[config.mk]
export PLATFORM = sky130hd
export DESIGN_NAME = instr_fetch
export DESIGN_NICKNAME = d
export VERILOG_FILES = /design/src/rtl/instr_fetch.sv
export SDC_FILE = /design/constraint.sdc
export NUM_CORES = 1
export LEC_CHECK = 0
export CORE_MARGIN = 2
export CORE_UTILIZATION = 49
export CTS_CLUSTER_DIAMETER = 50
export DETAILED_ROUTE_END_ITERATION = 7
export PLACE_DENSITY = 0.85
export SYNTH_ARGS = -nofsm -noshare
export SYNTH_HDL_FRONTEND = slang
export SYNTH_SLANG_ARGS = --single-unit
[constraint.sdc]
create_clock -name clk -period 5.8 [get_ports clk]
set_input_delay 0.58 -clock clk [delete_from_list [all_inputs] [get_ports clk]]
set_output_delay 0.58 -clock clk [all_outputs]
set_load 0.1 [all_outputs]
[src/rtl/instr_fetch.sv]
// instr_fetch: two-word instruction fetch engine.
// Reads the opcode word (instr_addr1) and the immediate/next word
// (instr_addr2) from a single-port memory over a mem_rd/mem_ack handshake
// and presents them as instr/N with a one-cycle fetch_valid pulse.
// A read that waits TIMEOUT cycles without mem_ack is abandoned. The fetch
// then completes with instr=STP_WORD, N=0 and fetch_err=1, so the core halts.
// Optional feature: define FETCH_REUSE_EN to enable a one-entry reuse tag.
// The tag remembers the last fetched second word. When a new request's
// opcode address matches it, the opcode word is taken from the tag and only
// one memory read is performed.

module instr_fetch #(
  parameter int          TIMEOUT  = 16,
  parameter int          CNT_W    = 5,
  parameter logic [15:0] STP_WORD = 16'hF800
) (
  input  logic        clk,
  input  logic        reset,
  input  logic        fetch_req,
  input  logic [15:0] instr_addr1,
  input  logic [15:0] instr_addr2,
  output logic        fetch_busy,
  output logic        fetch_valid,
  output logic [15:0] instr,
  output logic [15:0] N,
  output logic        fetch_err,
  output logic [15:0] mem_addr,
  output logic        mem_rd,
  input  logic [15:0] mem_rdata,
  input  logic        mem_ack
);

  localparam logic [1:0] S_IDLE = 2'd0;
  localparam logic [1:0] S_RD1  = 2'd1;
  localparam logic [1:0] S_RD2  = 2'd2;

  // last counter value before a silent read is abandoned
  localparam logic [CNT_W-1:0] CNT_LAST = CNT_W'(TIMEOUT - 1);

  logic [1:0]       state_r;
  logic [15:0]      a2_r;
  logic [CNT_W-1:0] cnt_r;
  logic             expire_s;

`ifdef FETCH_REUSE_EN
  logic [15:0] last_a2_r;
  logic [15:0] last_n_r;
  logic        tag_v_r;
  logic        reuse_hit_s;
`endif

  // timeout decode: the counter is at its limit and no ack came this cycle
  always_comb begin
    expire_s = 1'b0;
    if ((cnt_r == CNT_LAST) && !mem_ack) begin
      expire_s = 1'b1;
    end else begin
      expire_s = 1'b0;
    end
  end

`ifdef FETCH_REUSE_EN
  // reuse hit: the requested opcode address is the word fetched last as N
  always_comb begin
    reuse_hit_s = 1'b0;
    if (tag_v_r && (instr_addr1 == last_a2_r)) begin
      reuse_hit_s = 1'b1;
    end else begin
      reuse_hit_s = 1'b0;
    end
  end
`endif

  // fetch FSM, memory strobe, wait counter and all registered outputs
  always_ff @(posedge clk or posedge reset) begin
    if (reset) begin
      state_r     <= S_IDLE;
      a2_r        <= 16'h0000;
      cnt_r       <= '0;
      mem_rd      <= 1'b0;
      mem_addr    <= 16'h0000;
      instr       <= 16'h0000;
      N           <= 16'h0000;
      fetch_valid <= 1'b0;
      fetch_busy  <= 1'b0;
      fetch_err   <= 1'b0;
`ifdef FETCH_REUSE_EN
      last_a2_r   <= 16'h0000;
      last_n_r    <= 16'h0000;
      tag_v_r     <= 1'b0;
`endif
    end else begin
      fetch_valid <= 1'b0;
      case (state_r)
        S_IDLE: begin
          // a stray mem_ack here is ignored: only fetch_req matters
          if (fetch_req) begin
            a2_r       <= instr_addr2;
            fetch_err  <= 1'b0;
            fetch_busy <= 1'b1;
            mem_rd     <= 1'b1;
            cnt_r      <= '0;
`ifdef FETCH_REUSE_EN
            if (reuse_hit_s) begin
              instr    <= last_n_r;
              mem_addr <= instr_addr2;
              state_r  <= S_RD2;
            end else begin
              mem_addr <= instr_addr1;
              state_r  <= S_RD1;
            end
`else
            mem_addr <= instr_addr1;
            state_r  <= S_RD1;
`endif
          end else begin
            state_r <= S_IDLE;
          end
        end

        S_RD1: begin
          if (mem_ack) begin
            instr    <= mem_rdata;
            mem_addr <= a2_r;
            cnt_r    <= '0;
            state_r  <= S_RD2;
          end else if (expire_s) begin
            mem_rd      <= 1'b0;
            instr       <= STP_WORD;
            N           <= 16'h0000;
            fetch_err   <= 1'b1;
            fetch_valid <= 1'b1;
            fetch_busy  <= 1'b0;
            state_r     <= S_IDLE;
`ifdef FETCH_REUSE_EN
            tag_v_r     <= 1'b0;
`endif
          end else begin
            cnt_r <= cnt_r + {{(CNT_W-1){1'b0}}, 1'b1};
          end
        end

        S_RD2: begin
          if (mem_ack) begin
            N           <= mem_rdata;
            mem_rd      <= 1'b0;
            fetch_valid <= 1'b1;
            fetch_busy  <= 1'b0;
            state_r     <= S_IDLE;
`ifdef FETCH_REUSE_EN
            last_a2_r   <= a2_r;
            last_n_r    <= mem_rdata;
            tag_v_r     <= 1'b1;
`endif
          end else if (expire_s) begin
            mem_rd      <= 1'b0;
            instr       <= STP_WORD;
            N           <= 16'h0000;
            fetch_err   <= 1'b1;
            fetch_valid <= 1'b1;
            fetch_busy  <= 1'b0;
            state_r     <= S_IDLE;
`ifdef FETCH_REUSE_EN
            tag_v_r     <= 1'b0;
`endif
          end else begin
            cnt_r <= cnt_r + {{(CNT_W-1){1'b0}}, 1'b1};
          end
        end

        default: begin
          // unreachable encoding: drop any read and fall back to idle
          mem_rd     <= 1'b0;
          fetch_busy <= 1'b0;
          state_r    <= S_IDLE;
        end
      endcase
    end
  end

endmodule

### Word-level counts from Yosys, hierarchy flattened

Index checks and enable logic that the tools add are counted.

* $add $sub $neg: 1
* equal/unequal tests: 9
* mux-type cells: 39
* reduce and logical (&&, ||, !) cells: 15

Operators by type and width (count)
* 16-bit 2-to-1 mux: 8
* 16-bit case mux with 2 select lines: 3
* 5-bit 2-to-1 mux: 4
* 1-bit 2-to-1 mux: 15
* 5-bit case mux with 3 select lines: 1
* 2-bit inequality test, second input constant: 5
* 2-bit AND reduction: 4
* 2-bit 2-to-1 mux: 3
* 1-bit case mux with 3 select lines: 2
* 2-bit case mux with 3 select lines: 1
* 3-bit AND reduction: 2
* 2-bit nonzero test: 3
* 5-bit by 1-bit adder with 5-bit output, second input constant: 1
* 5-bit by 4-bit equality test with 1-bit output, second input constant: 1
* 1-bit case mux with 2 select lines: 2
* 4-bit AND reduction: 1
* 3-bit nonzero test: 1
* 2-bit by 1-bit equality test with 1-bit output, second input constant: 1
* 2-bit equality test, second input constant: 1
* 2-bit zero test: 1
* 2-bit by 1-bit inequality test with 1-bit output, second input constant: 1
* 2-bit OR reduction: 1
* 1-bit logical AND: 1
* 1-bit zero test: 1

* bits in registers: 75
* input bits: 52
* output and inout bits: 52
* word-level logic and storage cells: 74

### Depth between registers and ports, before layout

Gate-level depths: netlist of the first run.

* word-level depth: 6
* mapped depth: 8
* gate-level depth less buffers: 7

### Least setup slack after synthesis of the first run

No wires, ideal clock.

* path type: flip-flop to flip-flop
* start point: reg cnt_r[0]
* end point: reg instr[0]
* setup time: 0.069 ns
* arrival: 1.721 ns
* data required time: 5.731 ns
* slack: 4.010 ns
* stages on the path, launching flop included: 9
* buffers on the path: 1
* clock period less this slack: 1.790 ns
* cell sequence: dfrtp_1 -> ha_1 -> and3_1 -> ha_1 -> nor2_1 -> nor2_1 -> nand2_1 -> clkbuf_1 -> a22o_1

* longest elaborated chain between the ends: 6
* elaborated cells between the ends (all ways): 7
* classes of those cells: eq/ne: 1; mux: 5; reduce/logical: 1

Ends and longest elaborated chain
* from (decl): RTL line 42 `logic [CNT_W-1:0] cnt_r;`
* from (signal assigned): RTL line 139 `cnt_r <= cnt_r + {{(CNT_W-1){1'b0}}, 1'b1};`
* from (signal assigned): RTL line 167 `cnt_r <= cnt_r + {{(CNT_W-1){1'b0}}, 1'b1};`
* 5-bit by 4-bit equality test with 1-bit output *: RTL line 55 `if ((cnt_r == CNT_LAST) && !mem_ack) begin`
* 1-bit logical AND *: RTL line 55
* 1-bit 2-to-1 mux *: RTL line 55
* 16-bit 2-to-1 mux *
* 16-bit 2-to-1 mux (on tied branches)
* 16-bit case mux with 2 select lines *
* to (signal assigned): RTL line 123 `instr <= mem_rdata;`
* to (decl): RTL line 24 `output logic [15:0] instr,`

Mark *: on every way between the ends. The rest lies on a longest branch, timed or not. The select of a mux whose other input is x is not followed.
A chain may end at the register's enable or synchronous reset.

### Final worst setup path of the first run

* start point: reg mem_addr[9]
* end point: out mem_addr[9]

RTL lines
* from (decl): RTL line 27 `output logic [15:0] mem_addr,`
* from (signal assigned): RTL line 113 `mem_addr <= instr_addr1;`
* from (signal assigned): RTL line 124 `mem_addr <= a2_r;`

No word-level cell between the ends.

==> out/metrics.cfg, run 1 <==
[worst_setup_path]
reg2reg_depth = 7
path_delay_family = buffers and inverters
slowest_delay_ps = 1150
cpMaxStageDelayCell = clkdlybuf4s50_1
worst_r2r_endpoint = mem_addr[10]
r2r-start = state_r[1]
endpoint_kind = primary output
crit_type = flip-flop to primary output
r2r_slack_ps = 3430
arrival_ps = 1870
crit_path_start_kind = flip-flop
cp.required_ps = 5220
startpoint = mem_addr[9]
worstPathCellList = clkdlybuf4s50_1
cp_max_fo = 2
worst-path-buf-inv = 1

[cts]
cts_setup_buffers = 0
insertion_delay_ps = 340
cts_tree = built
cts.path.max_buffers = 2
hold_buffers = 0
cts-root-buf = clkbuf_8
htree_levels = 3
cts_buffers = 9
clk_pin_slew_ps = 70
cts_resized = 0
cts.sinks = 75

[logic_synthesis]
async_flop_share_pct = 100
yosysTopAreaCell = dfrtp_1
synth_nets = 306
avgSynthCellArea_um2 = 12.7
synth_cell_types = 35
synth.most_common_cell = dfrtp_1
synth.ff_latch_count = 75
synth.area.top_cells = dfrtp_1, a22o_1, mux2_2
netlist_instances = 248
synthTopCellsByCount = dfrtp_1, a22o_1, nor2_1, a21oi_1
syn_area_um2 = 3140
yosysWarnings = 0
synth_top_flop_cell = dfrtp_1
synth_edf_count = 0
yosys.area.top_type_share_pct = 59.8
yosysSeqAreaShare_pct = 59.8

[place]
hpwl_mm = 5.02
io_buffers = 103
gp_congestion = 0.772

[timing]
max_slew_margin_pct = 30.2
slew_violations = 0
hold_violations = 0
skew_ps = 10.5
tns_ps = 0
grt_setup_unrepaired = false
worst_slew_pin_slew_ps = 1040
layout_min_cycle_time_ps = 2450
fin_crit_sh_pct = 42.3
setup_violations = 0
fmax_mhz = 408

[global_route]
grt_pass1_wl_mm = 11.5
antenna_found_initial = 0
grt_max_degree = 76
grt_pass1_vias = 2392
grt.overflow.total = 0
grtUsageTotal_pct = 20.6

[route]
wl_per_cell_um = 16.3
drt-initial-drc-count = 128
wl_met2_mm = 3.33
routed_via_density = 5.43
top_layer_used = met4
drc_errors = 0
firstDrtPassIters = 5
wl_met1_mm = 3.22
dr_wl_met3_um = 462
vias = 2360
ant_nets = 0
drt_wl_total_mm = 7.10

[floorplan]
core-area_um2 = 6280
die_w_um = 84.1
die_h_um = 84.1
die_area_um2 = 7070
ioPinCount = 104
start_util_pct = 50.0
rows = 29

[min_path]
hold_path_startpoint = fetch_busy
min_to = fetch_busy
holdPathStages = 1
holdCritPathClass = flip-flop to flip-flop

[finish]
area_growth_pct = 42.2
fin_nets = 412
drive_gt1_share_pct = 10.9
antenna_cells = 0

[flow_run]
max_cap_violations = 0

[outcome]
status = completed

cell type report:
| class | instances | area [um2] |
|---|---|---|
| Inverter | 6 | 22.5 |
| Multi-Input combinational cell | 157 | 1180 |
| Fill cell | 463 | 1810 |
| Tap cell | 77 | 96.3 |
| Clock inverter | 4 | 98.8 |
| Clock buffer | 11 | 141 |
| Timing Repair Buffer | 105 | 1050 |
| Sequential cell | 75 | 1880 |
placed cells by master, fill, tap and decap left out, types with 2 or more instances in the layout:
cell type / count
a21oi_1: 17
a22o_1: 29
a32o_1: 2
buf_4: 2
bufinv_16: 3
clkbuf_8: 10
clkdlybuf4s50_1: 103
dfrtp_1: 75
ha_1: 6
inv_1: 5
mux2_2: 16
mux2i_1: 16
nand2_1: 9
nand2b_1: 3
nand3b_1: 2
nor2_1: 28
nor2b_1: 2
o21ai_0: 4
o22a_1: 6
o22ai_1: 2
stage by stage:
step	util, %	setup slack (ps)	instance area, um2	hold WS [ps]	cells
3_5_place_dp	67.3	3230	4230	490	420
2_1_floorplan	-	3310	3140	466	248
6_report	71.2	3350	4470	505	435
5_1_grt	71.2	3220	4470	520	435
3_3_place_gp	67.3	3340	4230	474	420
4_1_cts	71.2	3330	4470	510	435
state kept, by name, indices dropped and copies added (netlist names):
signal / flops
fetch_valid: 1
a2_r: 16
fetch_busy: 1
instr: 16
N: 16
cnt_r: 5
mem_rd: 1
fetch_err: 1
state_r: 2
mem_addr: 16
cell families (layout without fill, tap and decap cells):
logic type	count (synthesis)	count (layout)	share of synthesized area, %
adder cells (fa/ha/maj)	6	6	2.39
AND/OR/NAND/NOR	56	56	9.20
buffers and inverters	16	126	2.51
AO/OA/AOI/OAI	63	63	15.3
flip-flops	75	75	59.8
multiplexers	32	32	10.8
routing by layer:
layer,track usage [%],up-vias
li1,-,1106
met1,28.0,1157
met2,31.5,90
met3,6.73,7
met4,6.74,0
met5,0,-
worst max path at each step:
stage                         endpoint  slack, ps  cells after the start
after CTS                     instr[5]       3330                      1
final                      mem_addr[9]       3350                      1
after global routing       mem_addr[6]       3220                      7
after detailed placement  mem_addr[15]       3230                      4
after global placement     mem_addr[2]       3340                      4
after floorplan                   N[0]       3310                      1
Power of run 1 is not shown: default switching activity piles up to over one toggle a cycle in this logic, so the estimate is an artifact.
==> inputs of run 2 (changes only) <==
- CORE_UTILIZATION: 49 -> 41
- PLACE_DENSITY: 0.85 -> 0.76
- clock period: 5.8 -> 2.2 ns (I/O delays scaled with it)
==> run 2 against run 1 <==
Effect of this change:
- global-route usage down 2.3 points
- worst hold slack got worse by 350 ps
- count of clock-buffer cells in the layout fell by 1
- die area up 19%
- sequential cell count unchanged
- routed wire length up 2.9%
- highest routed layer unchanged
==> out/metrics.cfg, run 2 (synthesis gave the netlist of run 1 again) <==
[outcome]
status = completed

[timing]
fmax_mhz = 528
max_slew_margin_pct = 73.9  ; +44 points
timing.hold.ws_ps = 156  ; -349 ps
skew_ps = 9.17  ; -1.37 ps
setup_violations = 0  ; unchanged
grt_setup_unrepaired = false
tns_ps = 0  ; unchanged
worst_slew_pin_slew_ps = 390  ; -653 ps
fin_crit_sh_pct = 86.0
slew_violations = 0  ; unchanged
layout_min_cycle_time_ps = 1890
hold_violations = 0  ; unchanged

[route]
ant_nets = 0  ; unchanged
firstDrtPassIters = 4  ; -1
drt-initial-drc-count = 90  ; -30%
routed_via_density = 5.12  ; -5.5%
drt_wl_total_mm = 7.30  ; +2.9%
drc_errors = 0  ; unchanged
wl_per_cell_um = 15.7  ; -3.7%
vias = 2383  ; +0.97%

[worst_setup_path]
r2r_slack_ps = 310  ; -3120 ps
cp_max_fo = 11  ; +9
arrival_ps = 2180  ; +310 ps
cp.required_ps = 2490  ; -2730 ps
path_delay_family = simple AND/OR/NAND/NOR gates
cpMaxStageDelayCell = dfrtp_1
worst_r2r_endpoint = instr[1]
worstPathCellList = ha_1 > and3_1 > ha_1 > nor2_1 > nor2_1 > nand2_1 > a22o_1
crit_path_start_kind = flip-flop
crit_type = flip-flop to flip-flop
worst-path-buf-inv = 0  ; -1
endpoint_kind = flip-flop
reg2reg_depth = 7  ; unchanged
r2r-start = cnt_r[0]
slowest_delay_ps = 410  ; -740 ps

[place]
placed_cell_area_um2 = 4220  ; -0.12%
io_buffers = 103  ; unchanged
gp_congestion = 0.872  ; +13%
hpwl_mm = 5.24  ; +4.4%

[cts]
insertion_delay_ps = 350  ; about the same
cts_resized = 0  ; unchanged
clk_pin_slew_ps = 80  ; about the same
cts_tree = built
hold_buffers = 0  ; unchanged
cts.path.max_buffers = 2  ; unchanged
cts-root-buf = clkbuf_8
cts_buffers = 9  ; unchanged
cts_setup_buffers = 0  ; unchanged
cts.sinks = 75  ; unchanged
htree_levels = 3  ; unchanged

[finish]
num-fill-cells = 605  ; +31%
area_growth_pct = 41.8
fin_nets = 420  ; +1.9%
final_area_um2 = 4450  ; -0.34%
layout_common_cells = dfrtp_1, buf_4, clkdlybuf4s50_1, a22o_1, nor2_1
drive_gt1_share_pct = 27.0  ; +16 points
antenna_cells = 0  ; unchanged
utilization_pct = 60.7  ; -10 points
multiInputGateArea_um2 = 1180  ; unchanged
final-seq-area_um2 = 1880  ; unchanged
layout_commonest_cell = dfrtp_1

[floorplan]
ioPinCount = 104  ; unchanged
die_w_um = 91.5  ; +8.9%
die_h_um = 91.5  ; +8.9%
die_area_um2 = 8380  ; +19%
core-area_um2 = 7330  ; +17%
start_util_pct = 42.8  ; -7.2 points
rows = 31  ; +6.9%

[global_route]
grtUsageTotal_pct = 18.3  ; -2.3 points
grt_pass1_wl_mm = 12.2  ; +6.3%
grt_pass1_vias = 2474  ; +3.4%
antenna_found_initial = 0  ; unchanged
grt_max_degree = 44  ; -42%
grt.overflow.total = 0  ; unchanged

[min_path]
holdCritPathClass = primary input to asynchronous set/reset pin

[flow_run]
max_cap_violations = 0  ; unchanged

run 2: per-stage QoR:
stage / worst slack (ps) / std cells
4_1_cts: 299 / 465
3_5_place_dp: 316 / 450
6_report: 307 / 465
5_1_grt: 146 / 465
2_1_floorplan: 70.0 / 248
3_3_place_gp: 370 / 450
run 2: layer usage:
metal | track usage, % | wire (um) | share of wire (%)
met3 | 7.88 | 623 | 8.5
met1 | 23.4 | 3160 | 43
met5 | 0 | 0 | 0
met2 | 28.2 | 3450 | 47
met4 | 5.68 | 72 | 0.99
run 2: layout make-up:
type / instances / share of cell area [%]
multi-input combinational: 157 / 26.6
timing repair buffer: 113 / 22.8
clock buffer: 10 / 2.87
clock inverter: 5 / 2.30
inverter: 6 / 0.506
sequential: 75 / 42.2
tap: 99 / 2.78
run 2: worst max path at each step:
stage / startpoint / end / slack, ps / cells past startpoint
finish: cnt_r[0] / instr[1] / 310 / 7
global route: cnt_r[0] / instr[9] / 150 / 7
CTS: cnt_r[0] / instr[1] / 300 / 7
detailed placement: cnt_r[0] / cnt_r[3] / 320 / 7
global placement: cnt_r[0] / cnt_r[2] / 370 / 7
floorplan: reset / N[0] / 70 / 1
Power of run 2 is left out for the same reason.
==> inputs of run 3 (changes only) <==
- CORE_UTILIZATION: 41 -> 56
- DONT_BUFFER_PORTS: unset -> 1
- PLACE_DENSITY: 0.76 -> 0.74
- SETUP_SLACK_MARGIN: unset -> 0.2
==> run 3 against run 2 <==
Effect of this change:
- sequential cell count is the same
- die area is 26% lower
- cell count down 15%
- worst setup slack got worse by 17 ps
- global-route usage increased by 4.3 points
- maximum frequency is 0.90% lower
- clock skew increased by 3.2 ps
- sequential share of layout area rose by 5.3 points
- final area is 11% lower
- non-clock buffer count fell by 42
- worst hold slack lost 150 ps
- critical path type unchanged
==> out/metrics.cfg, run 3 (synthesis gave the netlist of run 1 again) <==
[worst_setup_path]
slowest_delay_ps = 550  ; +140 ps
cpMaxStageDelayCell = or4_4
crit_path_start_kind = flip-flop
worst-path-buf-inv = 1  ; +1
worstPathCellList = inv_1 > ha_1 > nand2_1 > nand3b_1 > or4_4 > o211ai_2
cp_max_fo = 6  ; -5
crit_type = flip-flop to flip-flop
arrival_ps = 2180  ; about the same
endpoint_kind = flip-flop
cp.required_ps = 2470  ; -20 ps
path_delay_family = simple AND/OR/NAND/NOR gates

[global_route]
met2_usage_pct = 38.0  ; +9.8 points
grt_pass1_wl_mm = 10.8  ; -12%
antenna_found_initial = 0  ; unchanged
grt_pass1_vias = 2298  ; -7.1%
grt.met3_usage_pct = 6.70  ; -1.2 points
grt.overflow.total = 0  ; unchanged
grt_max_degree = 42  ; -4.5%
top_usage_layer = met2
met1_usage_pct = 27.3  ; +3.9 points
grtUsageTotal_pct = 22.6  ; +4.3 points

[place]
gp_congestion = 0.816  ; -6.4%
hpwl_mm = 4.81  ; -8.3%
io_buffers = 0  ; -100%

[cts]
cts-root-buf = clkbuf_8
htree_levels = 3  ; unchanged
clk_pin_slew_ps = 80  ; about the same
cts.sinks = 75  ; unchanged
cts.path.max_buffers = 2  ; unchanged
insertion_delay_ps = 340  ; about the same
cts_tree = built
cts_buffers = 9  ; unchanged

[min_path]
holdCritPathClass = primary input to flip-flop

[timing]
tns_ps = 0  ; unchanged
layout_min_cycle_time_ps = 1910  ; +17.3 ps
slew_violations = 0  ; unchanged
worst_slew_pin_slew_ps = 769  ; +379 ps
hold_violations = 0  ; unchanged
grt_setup_unrepaired = false
setup_violations = 0  ; unchanged
max_slew_margin_pct = 48.6  ; -25 points
skew_ps = 12.4  ; +3.25 ps
fmax_mhz = 524  ; -0.90%
fin_crit_sh_pct = 86.8  ; +0.79 points

[floorplan]
die_area_um2 = 6220  ; -26%
core-area_um2 = 5470  ; -25%
die_w_um = 78.9  ; -14%
ioPinCount = 104  ; unchanged
rows = 27  ; -13%
die_h_um = 78.9  ; -14%
start_util_pct = 57.4  ; +15 points

[outcome]
status = completed

[finish]
layout_commonest_cell = dfrtp_1
antenna_cells = 0  ; unchanged
layout_common_cells = dfrtp_1, buf_4, a22o_1, nor2_1, a21oi_1
area_growth_pct = 25.9
fin_nets = 378  ; -10%
drive_gt1_share_pct = 30.5  ; +3.4 points

[route]
vias = 2249  ; -5.6%
ant_nets = 0  ; unchanged
drt_wl_total_mm = 6.78  ; -7.2%
firstDrtPassIters = 4  ; unchanged
drc_errors = 0  ; unchanged
drt-initial-drc-count = 146  ; +62%
wl_per_cell_um = 17.1  ; +8.7%
routed_via_density = 5.66  ; +11%

[flow_run]
max_cap_violations = 0  ; unchanged

run 3: cell types whose count changed in the layout (fill, tap and decap cells not counted), sizes merged:
cell	delta
clkinvlp	+2
clkinv	+1
bufinv	-2
dlygate4sd3	+12
buf	-3
clkdlybuf4s50	-51
run 3: layout make-up:
| type | instances | area (um2) |
|---|---|---|
| flip-flops and latches | 75 | 1880 |
| fillers | 385 | 1520 |
| multi-input cells | 157 | 1190 |
| repair buffers | 71 | 576 |
| clock buffers | 10 | 128 |
| well taps | 72 | 90.1 |
| clock inverters | 6 | 63.8 |
| inverters | 6 | 26.3 |
run 3: worst paths after layout:
check	startpoint	end	slack, ps	depth (start not counted)
worst min register to register	cnt_r[4]	cnt_r[4]	500	1
worst min-delay path	mem_rdata[6]	instr[6]	2	1
max in group asynchronous	reset	fetch_valid	1070	3
min in group asynchronous	reset	a2_r[5]	480	2
worst max register to register	state_r[0]	cnt_r[2]	290	6
worst max-delay path	state_r[0]	cnt_r[2]	290	6
run 3: routing by layer:
| layer | wire length (um) | vias to the layer above |
|---|---|---|
| li1 | - | 1042 |
| met1 | 2770 | 1101 |
| met2 | 3350 | 92 |
| met3 | 523 | 14 |
| met4 | 131 | 0 |
| met5 | 0 | - |
run 3: what timing repair did:
action                     in CTS  in global routing
hold buffers                    5                  7
hold endpoints to repair       38                  7
resized for setup               0                  3
setup buffers                   0                  0
setup endpoints to repair       0                  9
run 3: metrics by stage:
step           setup WS (ps)  cell area, um2  std cells  utilization [%]  hold slack [ps]
2_1_floorplan            410            3140        248                -              346
3_3_place_gp             349            3630        369             66.4              254
3_5_place_dp             301            3630        369             66.4              256
4_1_cts                  284            3870        390             70.8            0.603
5_1_grt                  195            3960        397             72.3             7.96
6_report                 290            3960        397             72.3             2.27
Power of run 3 is left out for the same reason.
